===== src/rtl/uart_rx_sampler.sv =====
// uart_rx_sampler: oversampling UART receive front-end.
// Two-flop synchronizer, 3-sample majority vote per bit, false-start
// rejection, even-parity and framing checks, overrun pulse and a
// valid/ready byte output feeding the receive FIFO.
// Optional break detection is built when UART_RX_BREAK_DETECT_EN is defined;
// otherwise break_o is tied low.
//
// state     | meaning
// ----------+------------------------------------------------------
// IDLE      | waiting for a falling edge on the synchronized line
// START     | confirming the start bit at mid-bit (false-start check)
// DATA      | collecting data bits, LSB first
// PARITY    | checking the even-parity bit
// STOP      | voting the stop bit; the frame completes at the vote
// WAIT_HIGH | line still low after the stop vote; wait for idle
module uart_rx_sampler #(
  parameter int DIV_WIDTH = 16
) (
  input  logic                 clk_i,
  input  logic                 rstn_i,
  input  logic                 rx_i,
  input  logic                 cfg_en_i,
  input  logic [DIV_WIDTH-1:0] cfg_div_i,
  input  logic                 cfg_parity_en_i,
  input  logic [1:0]           cfg_bits_i,
  output logic [7:0]           rx_data_o,
  output logic                 rx_valid_o,
  input  logic                 rx_ready_i,
  output logic                 err_o,
  output logic                 overrun_o,
  output logic                 break_o,
  output logic                 busy_o
);

  typedef enum logic [2:0] {
    IDLE      = 3'd0,
    START     = 3'd1,
    DATA      = 3'd2,
    PARITY    = 3'd3,
    STOP      = 3'd4,
    WAIT_HIGH = 3'd5
  } state_t;

  localparam logic [DIV_WIDTH-1:0] DIV_MIN = DIV_WIDTH'(4);
  localparam logic [DIV_WIDTH-1:0] ONE     = DIV_WIDTH'(1);

  state_t               state, state_nxt;
  logic                 rx_meta, rxs, rxs_d;
  logic [DIV_WIDTH-1:0] div, half, cnt;
  logic                 samp_a, samp_b, vote;
  logic                 at_early, at_mid, at_vote, at_end;
  logic                 fall, complete;
  logic [2:0]           idx, last_idx;
  logic [7:0]           shreg;
  logic                 perr;
  logic [7:0]           data_q;
  logic                 valid_q, err_q, ovr_q;

  // two-flop synchronizer (idle-high reset) plus one flop of history for edge detect
  always_ff @(posedge clk_i or negedge rstn_i) begin
    if (!rstn_i) begin
      rx_meta <= 1'b1;
      rxs     <= 1'b1;
      rxs_d   <= 1'b1;
    end else begin
      rx_meta <= rx_i;
      rxs     <= rx_meta;
      rxs_d   <= rxs;
    end
  end

  // divisor clamp, sample instants, majority vote and frame-length decode
  always_comb begin
    div      = (cfg_div_i < DIV_MIN) ? DIV_MIN : cfg_div_i;
    half     = div >> 1;
    at_early = (cnt == half - ONE);
    at_mid   = (cnt == half);
    at_vote  = (cnt == half + ONE);
    at_end   = (cnt == div);
    vote     = (samp_a & samp_b) | (samp_a & rxs) | (samp_b & rxs);
    fall     = rxs_d & ~rxs;
    last_idx = {1'b0, cfg_bits_i} + 3'd4;
    complete = cfg_en_i && (state == STOP) && at_vote;
  end

  // state register
  always_ff @(posedge clk_i or negedge rstn_i) begin
    if (!rstn_i) state <= IDLE;
    else         state <= state_nxt;
  end

  // next-state logic
  always_comb begin
    state_nxt = state;
    if (!cfg_en_i) begin
      state_nxt = IDLE;
    end else begin
      case (state)
        IDLE:      if (fall) state_nxt = START;
        START: begin
          if (at_vote && vote) state_nxt = IDLE;
          else if (at_end)     state_nxt = DATA;
        end
        DATA:      if (at_end && (idx == last_idx)) state_nxt = cfg_parity_en_i ? PARITY : STOP;
        PARITY:    if (at_end) state_nxt = STOP;
        STOP:      if (at_vote) state_nxt = vote ? IDLE : WAIT_HIGH;
        WAIT_HIGH: if (rxs) state_nxt = IDLE;
        default:   state_nxt = IDLE;
      endcase
    end
  end

  // bit-period counter and the two early majority samples
  always_ff @(posedge clk_i or negedge rstn_i) begin
    if (!rstn_i) begin
      cnt    <= '0;
      samp_a <= 1'b1;
      samp_b <= 1'b1;
    end else begin
      if (!cfg_en_i || (state == IDLE) || (state == WAIT_HIGH) || at_end) cnt <= '0;
      else cnt <= cnt + ONE;
      if (at_early) samp_a <= rxs;
      if (at_mid)   samp_b <= rxs;
    end
  end

  // frame assembly: data shift-in by index, bit index and parity result
  always_ff @(posedge clk_i or negedge rstn_i) begin
    if (!rstn_i) begin
      idx   <= '0;
      shreg <= '0;
      perr  <= 1'b0;
    end else if (state == IDLE) begin
      idx   <= '0;
      shreg <= '0;
      perr  <= 1'b0;
    end else begin
      if ((state == DATA) && at_vote)   shreg[idx] <= vote;
      if ((state == DATA) && at_end)    idx <= idx + 3'd1;
      if ((state == PARITY) && at_vote) perr <= (^shreg) ^ vote;
    end
  end

  // output holding register; a completed frame is dropped if the held byte is not taken
  always_ff @(posedge clk_i or negedge rstn_i) begin
    if (!rstn_i) begin
      data_q  <= '0;
      valid_q <= 1'b0;
      err_q   <= 1'b0;
      ovr_q   <= 1'b0;
    end else begin
      ovr_q <= 1'b0;
      if (!cfg_en_i) begin
        valid_q <= 1'b0;
      end else if (complete) begin
        if (!valid_q || rx_ready_i) begin
          data_q  <= shreg;
          err_q   <= perr | ~vote;
          valid_q <= 1'b1;
        end else begin
          ovr_q <= 1'b1;
        end
      end else if (valid_q && rx_ready_i) begin
        valid_q <= 1'b0;
      end
    end
  end

`ifdef UART_RX_BREAK_DETECT_EN
  logic par_bit, brk_q;

  // break: every voted bit of the frame was 0; held until the line returns high
  always_ff @(posedge clk_i or negedge rstn_i) begin
    if (!rstn_i) begin
      par_bit <= 1'b0;
      brk_q   <= 1'b0;
    end else begin
      if (state == IDLE)                     par_bit <= 1'b0;
      else if ((state == PARITY) && at_vote) par_bit <= vote;
      if (!cfg_en_i)                                       brk_q <= 1'b0;
      else if (complete && !vote && (shreg == 8'd0) && !par_bit) brk_q <= 1'b1;
      else if ((state == WAIT_HIGH) && rxs)                brk_q <= 1'b0;
    end
  end

  assign break_o = brk_q;
`else
  assign break_o = 1'b0;
`endif

  assign rx_data_o  = data_q;
  assign rx_valid_o = valid_q;
  assign err_o      = err_q;
  assign overrun_o  = ovr_q;
  assign busy_o     = (state != IDLE);

endmodule


===== config.mk =====
export PLATFORM = sky130hd
export DESIGN_NAME = uart_rx_sampler
export DESIGN_NICKNAME = d
export VERILOG_FILES = /design/src/rtl/uart_rx_sampler.sv
export SDC_FILE = /design/constraint.sdc
export NUM_CORES = 1
export LEC_CHECK = 0
export CAP_MARGIN = 20
export CORE_AREA = 2 2 88 90
export CTS_BUF_LIST = sky130_fd_sc_hd__clkbuf_4 sky130_fd_sc_hd__clkbuf_8
export CTS_CLUSTER_DIAMETER = 50
export DETAILED_ROUTE_END_ITERATION = 16
export DIE_AREA = 0 0 90 92
export GPL_TIMING_DRIVEN = 0
export PLACE_DENSITY = 0.87
export SLEW_MARGIN = 10
export SYNTH_ARGS = -nofsm -noshare
export SYNTH_HDL_FRONTEND = slang
export SYNTH_SLANG_ARGS = --single-unit
export TNS_END_PERCENT = 1

===== constraint.sdc =====
create_clock -name clk_i -period 2.6 [get_ports clk_i]
set_input_delay 0.52 -clock clk_i [delete_from_list [all_inputs] [get_ports clk_i]]
set_output_delay 0.52 -clock clk_i [all_outputs]
set_load 0.02 [all_outputs]

# --- Word-level counts from Yosys, hierarchy flattened ---
# Cells that the tools add are included.
# Widths: inputs -> output; s select.
classes:
  add_sub_neg: 5
  n_lt_le_gt_ge: 3
  eq_ne: 18
  muxes: 29
  n_bitwise: 10
  n_reduce_logical: 24
ops:
  columns: ["op", "n"]
  rows:
  - ["$eq 16x16->1", 3]
  - ["$mux 3", 12]
  - ["$mux 16", 2]
  - ["$pmux 3 s6", 1]
  - ["$add 15x1->16 const B", 1]
  - ["$add 16x1->16 const B", 1]
  - ["$eq 16x15->1", 1]
  - ["$lt 16x3->1 const B", 1]
  - ["$mux 8", 2]
  - ["$sub 15x1->16 const B", 1]
  - ["$ne 3x3->1 const B", 5]
  - ["$mux 1", 10]
  - ["$logic_and 1x1->1", 9]
  - ["$bwmux 8", 1]
  - ["$reduce_xor 8->1", 1]
  - ["$eq 3x2->1 const B", 2]
  - ["$eq 3x3->1 const B", 2]
  - ["$reduce_and 6->1", 1]
  - ["$reduce_bool 2->1", 3]
  - ["$and 1x1->1", 4]
  - ["$logic_or 1x1->1", 4]
  - ["$lt 3x4->1 const B", 1]
  - ["$ne 4x4->1 const B", 1]
  - ["$add 2x3->3 const B", 1]
  - ["15 further kinds", 19]
totals:
  regBits: 47
  input_bits: 24
  output_inout_bits: 13
  word_cells: 103

# --- Depth between registers and ports, before layout ---
# Gate-level depths: netlist (run 1).
depth:
  depth_word: 8
  depth_mapped: 17
  mapped_depth_nobuf: 13

# --- Worst setup path after synthesis (run 1) ---
# No wires, ideal clock.
synth_path:
  kind: "input to register"
  startpoint: "input cfg_div_i[6]"
  endpoint: "register err_q, in the netlist err_o"
  setup_ns: 0.125
  arrival_time_ns: 4.034
  required_ns: 2.475
  slack_ns: -1.559
  cell_stages: 15
  n_path_buf: 3
  path_cell_list: "buf_6 > or4_4 > or4_4 > nor2b_1 > inv_1 > ha_1 > buf_2 > nand2_1 > or4_1 > a32oi_1 > and4_1 > buf_2 > nand2_1 > nor2_2 > mux2_2"
synth_between:
  elab_chain_cells: 6
synth_lines:
  columns: ["element", "line", "text"]
  rows:
  - ["start, declared", "23", "input logic [DIV_WIDTH-1:0] cfg_div_i,"]
  - ["$lt 16x3->1", "74", "div = (cfg_div_i < DIV_MIN) ? DIV_MIN : cfg_div_i;"]
  - ["$mux 16 (*)", "74", null]
  - ["$add 15x1->16 (*)", "78", "at_vote = (cnt == half + ONE);"]
  - ["$eq 16x16->1 (*)", "78", null]
  - ["$logic_and 1x1->1 (*)", "83", "complete = cfg_en_i && (state == STOP) && at_vote;"]
  - ["$reduce_and 3->1 (no line) (*)", null, null]
  - ["end signal, assigned", "158", "err_q <= perr | ~vote;"]
  - ["end, declared", "57", "logic valid_q, err_q, ovr_q;"]
# Every way passes the cells marked *; elsewhere a longest branch is shown, timed or not.
# A chain may end at the register's enable or synchronous reset.

# --- Worst setup path in the final report (run 1) ---
layout_path:
  startpoint: "input cfg_div_i[5]"
  endpoint: "register shreg[4]"
layout_between:
  elab_chain_cells: 6
layout_lines:
  columns: ["element", "line", "text"]
  rows:
  - ["$lt 16x3->1", "74", null]
  - ["$mux 16 (*)", "74", null]
  - ["$add 15x1->16 (*)", "78", null]
  - ["$eq 16x16->1 (*)", "78", null]
  - ["$logic_and 1x1->1 (*)", "138", "if ((state == DATA) && at_vote) shreg[idx] <= vote;"]
  - ["$reduce_bool 2->1 (no line) (*)", null, null]
  - ["end signal, assigned by index", "138", null]
  - ["end, declared", "54", "logic [7:0] shreg;"]
# Marks and branches as above.

==> flow_summary.yaml, run 1 <==
run_status:
  status: "finished, violations left"
  failed_checks: "setup timing"
job:
  maxCapViolations: 0
pwr:
  powerDensity_nw_per_um2: 426
  p_total_mw: 1.97
  max-vdd-ir-drop_v: 0.000478
  leakagePower_nw: 1.86
worst_setup_path:
  crit_top_cell: "or4_4"
  crit_type: "input pin to flop"
  critPathSlowestCell: "or4_4"
  crit_required_ps: 2830
  critPathCaptureType: "flop"
  critPathMaxFanout: 8
  critPathTopFamily: "simple AND/OR/NAND/NOR gates"
  cp.arrival_ps: 4100
  startpoint_type: "input pin"
  r2r_cells: 9
  max_stage_delay_ps: 570
  crit_cells: 14
  crit_chain: "buf_12, or4_4, or4_4, nor2b_4, inv_2, ha_4, nand2_4, or4_1, a32oi_1, and4_1, buf_6, nand3_4, or4b_4, a21oi_2"
  path_buf_inv: 3
min_path:
  min_path_type: "input pin to asynchronous set/reset pin"
logic_synthesis:
  yosysTopAreaCell: "dfrtp_1"
  synth_top_area_frac: 0.275
  yosysSeqAreaShare: 0.310
  syn_inst: 449
  synth_area_um2: 3820
  synth_area_leaders: "dfrtp_1, xnor2_1, xor2_1"
  ys_async_sr_fraction: 1.00
  ys.warnings.count: 0
  synthesis.nets: 477
  synth-seq-cells: 47
  synth_edf_count: 0
  ys.flop_type: "dfrtp_1"
  synth_cell_types: 72
  syn_avg_cell_area_um2: 8.50
die:
  die_h_um: 92
  coreArea_um2: 7450
  die-area_um2: 8280
  die_w_um: 90
  fp-row-count: 32
  io_pins: 37
  start_util: 0.513
timing:
  setup_tns_ps: -32940
  fin_crit_ps: 3860
  period_share: 1.49
  rsz0062_at_grt: "true"
  hold_viol_final: 0
  slew_violations: 0
  tightest_slew_ps: 640
  setup_viol: 43
  slew_headroom: 0.570
  fin_skew_ps: 13.1
  setup_ws_ps: -1260
  fmax_mhz: 259
placed_design:
  place_congestion: 0.990
  hpwlAfterDp_mm: 7.05
  placed_cell_area_um2: 4290
  port_buffers: 30
global_routing:
  grtUsageTotal: 0.250
  grt_pass1_vias: 3585
  grt_max_degree: 39
  grt_pass1_wl_mm: 17.1
  globalRouteOverflowTotal: 0
  antenna_found_initial: 0
route:
  ant_nets: 0
  vias: 3631
  via_per_inst: 6.01
  drcViolationCount: 0
  drt_iter0_markers: 326
  wl_per_cell_um: 16.7
  wl_mm: 10.1
  drt-pass1-iter-count: 5
clock_network:
  clkSlewWorstSetupHoldPaths_ps: 90
  cts_tree: "built"
  cts_buffers: 5
  cts_max_level: 2
  cts_root_buf: "clkbuf_8"
  clock_path_buffers: 2
  clock_latency_ps: 310
  cts.sinks: 47
final_layout:
  drive_above_1_share: 0.177
  fin_area_um2: 4610
  areaGrowthSynthToFinish_pct: 20.8
  n_fill_cell: 618
  n_antenna_cell: 0
  final_nets: 529
==> report_power, final <==
part	switching (mW)	leakage (nW)	internal, mW
logic	0.402	1.17	0.224
clock network	0.256	0.0618	0.316
registers	0.0130	0.637	0.755
total	0.671	1.86	1.30
==> flip-flops by register name, summed over array words and instances, names as in the netlist, 3 cells and up <==
name / flops
cnt: 16
rx_data_o: 8
state: 3
shreg: 8
idx: 3
==> through the flow <==
| stage | hold WS, ps | std cells | utilization | setup slack [ps] |
|---|---|---|---|---|
| finish | 50.1 | 604 | 0.619 | -1260 |
| global route | 61.9 | 604 | 0.619 | -1290 |
| CTS | 53.7 | 600 | 0.612 | -1310 |
| detailed placement | 349 | 582 | 0.576 | -2120 |
| global placement | 347 | 581 | 0.574 | -2060 |
| floorplan | 224 | 449 | - | -1280 |
==> path summary, 6_finish.rpt <==
| check | start | end | slack (ps) |
|---|---|---|---|
| max reg2reg | cnt[9] | state[1] | -230 |
| max | cfg_div_i[5] | shreg[4] | -1260 |
| max in group asynchronous | rstn_i | shreg[4] | 2060 |
| min | rstn_i | rx_valid_o | 50 |
| min in group clk_i | rx_meta | rxs | 360 |
| min reg2reg | rx_meta | rxs | 360 |
==> timing repair <==
action                                  CTS  global route
hold buffers                              0             0
setup buffers                             9             5
endpoints found under the setup margin   44            44
cloned                                    1             0
gates resized for setup                  35            11
pin swaps                                19            10
==> cells by family after synthesis <==
family,after synthesis,share of synthesized area
AO/OA/AOI/OAI,60,0.115
XOR/XNOR,64,0.147
adder cells (fa/ha/maj),5,0.0157
buffers and inverters,53,0.0668
flip-flops,47,0.310
multiplexers,20,0.0564
other,1,0.000982
AND/OR/NAND/NOR,199,0.289
==> per-layer routing <==
layer	track usage	routed length, µm	vias up
met1	0.337	4410	1755
met2	0.400	4870	165
li1	-	-	1686
met5	0	0	-
met3	0.0386	556	25
met4	0.109	277	0
==> cells in the mapped netlist (all sizes together), types with 7 or more instances <==
| cell | number |
|---|---|
| a21oi | 11 |
| a31oi | 8 |
| buf | 12 |
| clkbuf | 27 |
| dfrtp | 42 |
| inv | 14 |
| mux2 | 12 |
| mux2i | 8 |
| nand2 | 34 |
| nand2b | 10 |
| nand3 | 27 |
| nand4 | 9 |
| nor2 | 47 |
| nor2b | 11 |
| nor3 | 9 |
| nor4 | 11 |
| o21ai | 8 |
| or4 | 7 |
| xnor2 | 34 |
| xor2 | 30 |
==> cell usage in the layout (no fill, tap or decap), types with 11 or more instances in the layout <==
master	count
buf_4	17
clkbuf_1	22
clkdlybuf4s50_1	20
dfrtp_1	42
inv_1	13
mux2_2	11
nand2_1	31
nand3_1	25
nor2_1	46
xnor2_1	34
xor2_1	30
==> area by class of cell <==
type / count / area [µm²] / area share
sequential: 47 / 1180 / 0.256
clock buffer: 6 / 82.6 / 0.0179
buffer: 38 / 229 / 0.0496
multi-input combinational: 350 / 2490 / 0.540
timing repair buffer: 45 / 407 / 0.0882
inverter: 14 / 52.6 / 0.0114
tap: 102 / 128 / 0.0277
clock inverter: 2 / 38.8 / 0.00841
Power figures use the tool's default switching activity.
==> inputs of run 2 (changes only) <==
ABC_AREA = 1   (was default)
CORE_AREA = 2 2 91 93   (was 2 2 88 90)
CTS_BUF_LIST = default   (was sky130_fd_sc_hd__clkbuf_4 sky130_fd_sc_hd__clkbuf_8)
DIE_AREA = 0 0 93 95   (was 0 0 90 92)
PLACE_DENSITY = 0.85   (was 0.87)
==> flow_summary.yaml, run 2 <==
clock_network:
  cts_max_level: 2
  cts_root_buf: "clkbuf_8"
  clock_path_buffers: 2
  holdBufCountCts: 0
  cts.sinks: 47
  cts_buffers: 5
  clock_latency_ps: 300
  cts_tree: "built"
  clkSlewWorstSetupHoldPaths_ps: 100
logic_synthesis:
  synth-seq-cells: 47
  synth_top_area_frac: 0.261
  synth_cell_types: 43
  syn_avg_cell_area_um2: 6.95
  synth_common_cells: "nand2_1, inv_1, nor2_1, nand3_1, dfrtp_1"
  ys.warnings.count: 0
  synthesis.nets: 607
  synth_area_um2: 4020
  yosysSeqAreaShare: 0.294
  yosysTopAreaCell: "dfrtp_1"
  syn_inst: 579
  synth.most_common_cell: "nand2_1"
  ys.flop_type: "dfrtp_1"
  synth_area_leaders: "dfrtp_1, nand2_1, inv_1"
  synth_edf_count: 0
  ys_async_sr_fraction: 1.00
route:
  wl_mm: 10.0
  drt_iter0_markers: 264
  via_per_inst: 5.43
  vias: 3999
  drcViolationCount: 0
  ant_nets: 0
  drt-pass1-iter-count: 5
  wl_per_cell_um: 13.6
worst_setup_path:
  r2r_slack_ps: 290
  startpoint_type: "input pin"
  r2r_cells: 12
  r2r_start: "cnt[12]"
  crit_type: "input pin to flop"
  cp.arrival_ps: 2890
  r2r_end: "shreg[3]"
  critPathMaxFanout: 10
  critPathCaptureType: "flop"
  crit_required_ps: 2800
  crit_start: "cfg_div_i[10]"
timing:
  setup_ws_ps: -90.4
  rsz0062_at_grt: "true"
  setup_viol: 9
  tightest_slew_ps: 529
  fin_skew_ps: 15.0
  fin_crit_ps: 2690
  hold_viol_final: 0
  slew_violations: 0
  slew_headroom: 0.645
  period_share: 1.03
  fmax_mhz: 372
placed_design:
  placed_cell_area_um2: 4430
  place_congestion: 0.955
  port_buffers: 24
  hpwlAfterDp_mm: 7.49
final_layout:
  fin_util: 0.618
  mostFrequentLayoutCells: "nand2_1, inv_1, nor2_1, nand3_1, dfrtp_1"
  fin_area_um2: 4900
  n_antenna_cell: 0
  n_fill_cell: 693
  final_common_cell: "nand2_1"
  largest_register_ffs: 16
  drive_above_1_share: 0.187
  max_flop_register: "cnt"
  areaGrowthSynthToFinish_pct: 21.7
  multi_input_area_um2: 2540
  final_nets: 659
  regArea_um2: 1180
global_routing:
  globalRouteOverflowTotal: 0
  antenna_found_initial: 0
  grt_max_degree: 39
  grt_pass1_vias: 3727
  grtUsageTotal: 0.233
  grt_pass1_wl_mm: 16.8
pwr:
  switching_power_mw: 1.14
  leakagePower_nw: 2.19
  pwr-share-comb: 0.486
  p_total_mw: 2.75
  seqPwrFrac: 0.318
  clock_power_share: 0.196
  max-vdd-ir-drop_v: 0.000664
  powerDensity_nw_per_um2: 562
  power.internal_mw: 1.61
  netSwitchingFraction: 0.415
die:
  io_pins: 37
  die-area_um2: 8840
  die_h_um: 95
  die_w_um: 93
  start_util: 0.507
  coreArea_um2: 7930
  fp-row-count: 33
min_path:
  min_path_type: "input pin to asynchronous set/reset pin"
job:
  maxCapViolations: 0
run_status:
  status: "finished, violations left"
  failed_checks: "setup timing"
run 2: what timing repair did:
item | in CTS | in global routing
setup endpoints to repair | 40 | 35
pin swaps | 21 | 16
gates resized for setup | 47 | 15
setup buffers | 16 | 4
run 2: worst max path at each step:
stage | cells after the start | slack (ps) | to
6_report | 19 | -90 | shreg[3]
5_1_grt | 20 | -200 | shreg[2]
4_1_cts | 20 | -40 | shreg[7]
3_5_place_dp | 19 | -1130 | shreg[4]
3_3_place_gp | 20 | -1060 | shreg[2]
2_1_floorplan | 19 | -230 | shreg[2]
run 2: worst max-delay path, cell delays in order:
cell and delay, ps:
buf_6 130, nor2_4 100, nand2_2 60, nor2_4 120, nand2_4 90, nand2_4 80, ha_4 150, nand3_4 60
nor2_4 180, buf_4 140, xor2_1 170, nand4_1 160, nor2_4 200, nand3_4 140, o21ai_4 190, buf_12 160
o21ai_4 70, nand2_2 80, o21ai_2 60
run 2: final cells by class:
type,count,share of cell area
multi-input combinational,439,0.520
sequential,47,0.242
timing repair buffer,45,0.0871
inverter,74,0.0570
buffer,19,0.0445
tap,105,0.0268
clock buffer,5,0.0141
clock inverter,3,0.00946
run 2: power groups by stage:
| stage | Clock (mW) | Sequential, mW | Combinational [mW] |
|---|---|---|---|
| final | 0.539 | 0.874 | 1.34 |
| after global routing | 0.585 | 0.884 | 1.46 |
| after CTS | 0.558 | 0.871 | 1.26 |
| after detailed placement | 0 | 0.883 | 1.10 |
| after global placement | 0 | 0.881 | 1.06 |
| after floorplan | 0 | 0.865 | 0.861 |
run 2: cells by family after synthesis:
group / count (synthesis) / synth area share
buf+inv: 93 / 0.106
other cells: 1 / 0.000932
simple gates: 328 / 0.392
fa+ha+maj: 4 / 0.0124
flops: 47 / 0.294
xor+xnor: 46 / 0.102
compound gates: 60 / 0.0933
run 2: routing by layer:
layer  wire [µm]  vias to the layer above  part of all wire  GRT usage
met3         407                       12             0.041     0.0319
met2        4990                      115              0.50      0.405
met1        4510                     1910              0.45      0.305
met5           0                        -                 0          0
met4         142                        0             0.014     0.0613
li1            -                     1962                 -          -
run 2: stage by stage:
| step | hold WS (ps) | TNS (ps) | setup slack, ps | std cells |
|---|---|---|---|---|
| floorplan | 224 | -3960 | -226 | 579 |
| global placement | 348 | -38070 | -1060 | 708 |
| detailed placement | 347 | -33250 | -1130 | 709 |
| CTS | 57.2 | -346 | -42.5 | 733 |
| global route | 63.0 | -2830 | -202 | 737 |
| finish | 63.0 | -613 | -90.4 | 737 |
==> inputs of run 3 (changes only) <==
--- a/config.mk
+++ b/config.mk
@@ -9,6 +9,6 @@
 export CAP_MARGIN = 20
-export CORE_AREA = 2 2 91 93
+export CORE_AREA = 2 2 89 91
 export CTS_CLUSTER_DIAMETER = 50
 export DETAILED_ROUTE_END_ITERATION = 16
-export DIE_AREA = 0 0 93 95
+export DIE_AREA = 0 0 91 93
 export GPL_TIMING_DRIVEN = 0
@@ -19,2 +19,2 @@
 export SYNTH_SLANG_ARGS = --single-unit
-export TNS_END_PERCENT = 1
+export TNS_END_PERCENT = 30
==> constraint.sdc (replaced) <==
create_clock -name clk_i -period 2.73 [get_ports clk_i]
set_input_delay 0.819 -clock clk_i [delete_from_list [all_inputs] [get_ports clk_i]]
set_output_delay 0.819 -clock clk_i [all_outputs]
set_load 0.02 [all_outputs]
==> flow_summary.yaml, run 3 (same netlist as run 2, synthesis figures left out) <==
run_status:
  status: "finished, violations left"
  failed_checks: "setup timing"
worst_setup_path:
  crit_type: "input pin to flop"
  r2r_cells: 13
  critPathCaptureType: "flop"
  cp.arrival_ps: 3250
  crit_cells: 20
  path_buf_inv: 5
  critPathMaxFanout: 8
  critPathTopFamily: "simple AND/OR/NAND/NOR gates"
  startpoint_type: "input pin"
  crit_top_cell: "nor2_4"
  critPathSlowestCell: "o21ai_4"
  max_stage_delay_ps: 200
  crit_required_ps: 2940
  crit_chain: "buf_8, nor2_4, nand2_2, nor2_4, nand2_4, nand2_4, inv_2, ha_4, buf_4, buf_4, xor2_1, nor2_1, nand3_2, nor2_4, nand3_4, o21ai_4, buf_12, o21ai_4, nand2_1, o21ai_1"
timing:
  fmax_mhz: 328
  period_share: 1.12
  setup_viol: 25
  hold_viol_final: 0
  fin_crit_ps: 3040
  fin_skew_ps: 18.1
  setup_ws_ps: -314
  tightest_slew_ps: 523
  slew_violations: 0
  rsz0062_at_grt: "true"
  slew_headroom: 0.649
die:
  coreArea_um2: 7530
  io_pins: 37
  die-area_um2: 8460
  fp-row-count: 32
  die_h_um: 93
  die_w_um: 91
  start_util: 0.534
placed_design:
  place_congestion: 0.888
  place_ws_ps: -1320
  port_buffers: 24
  hpwlAfterDp_mm: 7.87
global_routing:
  antenna_found_initial: 0
  grt_max_degree: 39
  grtUsageTotal: 0.261
  globalRouteOverflowTotal: 0
  grt_pass1_wl_mm: 18.1
  grt_pass1_vias: 3993
min_path:
  min_delay_path_depth: 0
  min_path_type: "flop to flop"
pwr:
  switching_power_mw: 1.14
  max-vdd-ir-drop_v: 0.000636
  p_total_mw: 2.71
  pwr-share-comb: 0.496
  powerDensity_nw_per_um2: 534
  leakagePower_nw: 2.27
  power.internal_mw: 1.57
  seqPwrFrac: 0.308
  clock_power_share: 0.196
  netSwitchingFraction: 0.421
route:
  drcViolationCount: 0
  drt_iter0_markers: 253
  drt-pass1-iter-count: 7
  wl_mm: 10.8
  vias: 4057
  via_per_inst: 5.43
  ant_nets: 0
  wl_per_cell_um: 14.5
final_layout:
  final_nets: 672
  final_common_cell: "nand2_1"
  largest_register_ffs: 16
  n_fill_cell: 629
  drive_above_1_share: 0.217
  areaGrowthSynthToFinish_pct: 25.9
  mostFrequentLayoutCells: "nand2_1, inv_1, nor2_1, nand3_1, dfrtp_1"
  max_flop_register: "cnt"
  n_antenna_cell: 0
clock_network:
  cts_root_buf: "clkbuf_8"
  cts_tree: "built"
  cts_max_level: 2
  clock_path_buffers: 2
  clock_latency_ps: 310
  clkSlewWorstSetupHoldPaths_ps: 100
  cts.sinks: 47
  cts_buffers: 5
  holdBufCountCts: 0
job:
  maxCapViolations: 0
-- run 3: changes by cell type in the layout (fill, tap and decap cells not counted), moves of 2 or more --
cell | before | now
nand2_2 | 9 | 15
o21ai_2 | 9 | 6
nand2_1 | 124 | 118
buf_4 | 20 | 32
buf_8 | 1 | 3
o21ai_4 | 5 | 7
-- run 3: final cells by class --
cell class / count / area (µm²) / share of cell area
plain buffers: 19 / 238 / 0.0469
clock buffers: 5 / 68.8 / 0.0136
clock inverters: 3 / 47.5 / 0.00939
inverters: 74 / 282 / 0.0556
multi-input cells: 439 / 2590 / 0.512
flip-flops and latches: 47 / 1180 / 0.233
well taps: 102 / 128 / 0.0252
repair buffers: 58 / 528 / 0.104
-- run 3: through the flow --
| stage | TNS (ps) | hold slack, ps | cells | utilization | cell area (µm²) |
|---|---|---|---|---|---|
| CTS | -3900 | 365 | 733 | 0.647 | 4870 |
| finish | -4920 | 362 | 747 | 0.673 | 5070 |
| global route | -7680 | 370 | 747 | 0.673 | 5070 |
| global placement | -55660 | 347 | 705 | 0.591 | 4450 |
| floorplan | -7190 | 345 | 579 | - | 4080 |
| detailed placement | -41920 | 347 | 706 | 0.593 | 4470 |
-- run 3: final timing paths --
kind	startpoint	to	slack (ps)
setup / recovery	cfg_div_i[8]	shreg[6]	-310
hold / removal	rx_meta	rxs	360
setup reg to reg	cnt[1]	cnt[14]	270
hold reg to reg	rx_meta	rxs	360
max in group asynchronous	rstn_i	samp_b	1830
min in group asynchronous	rstn_i	cnt[2]	380
-- run 3: layer usage --
| metal | routed length [µm] | share of wire | global-route usage | vias up |
|---|---|---|---|---|
| li1 | - | - | - | 1988 |
| met1 | 4660 | 0.43 | 0.334 | 1912 |
| met2 | 5300 | 0.49 | 0.452 | 129 |
| met3 | 561 | 0.052 | 0.0371 | 28 |
| met4 | 284 | 0.026 | 0.0960 | 0 |
| met5 | 0 | 0 | 0 | - |
-- run 3: timing repair --
item / 4_1_cts / 5_1_grt
endpoints found under the hold margin: 0 / 0
resized for setup: 49 / 23
gates cloned: 1 / 0
buffers inserted: 18 / 14
setup endpoints to repair: 44 / 35
pin swaps: 22 / 25
-- run 3: worst reg2reg max path, cell delays in order, from the launching register on --
cell and delay (ps):
dfrtp_1 520, ha_1 230, nand2_1 70, nor2_1 90, inv_1 70, nor4_2 260
nand3_1 140, nor2_1 130, inv_1 70, nor2_1 130, inv_1 90, nor3_1 260
xnor2_1 200, nor2_1 80
-- run 3: power by group through the flow --
| stage | Clock [mW] | Sequential (mW) | Combinational, mW |
|---|---|---|---|
| final | 0.530 | 0.835 | 1.34 |
| after global routing | 0.570 | 0.849 | 1.47 |
| after CTS | 0.539 | 0.834 | 1.26 |
| after detailed placement | 0 | 0.843 | 1.07 |
| after global placement | 0 | 0.839 | 1.02 |
| after floorplan | 0 | 0.824 | 0.824 |
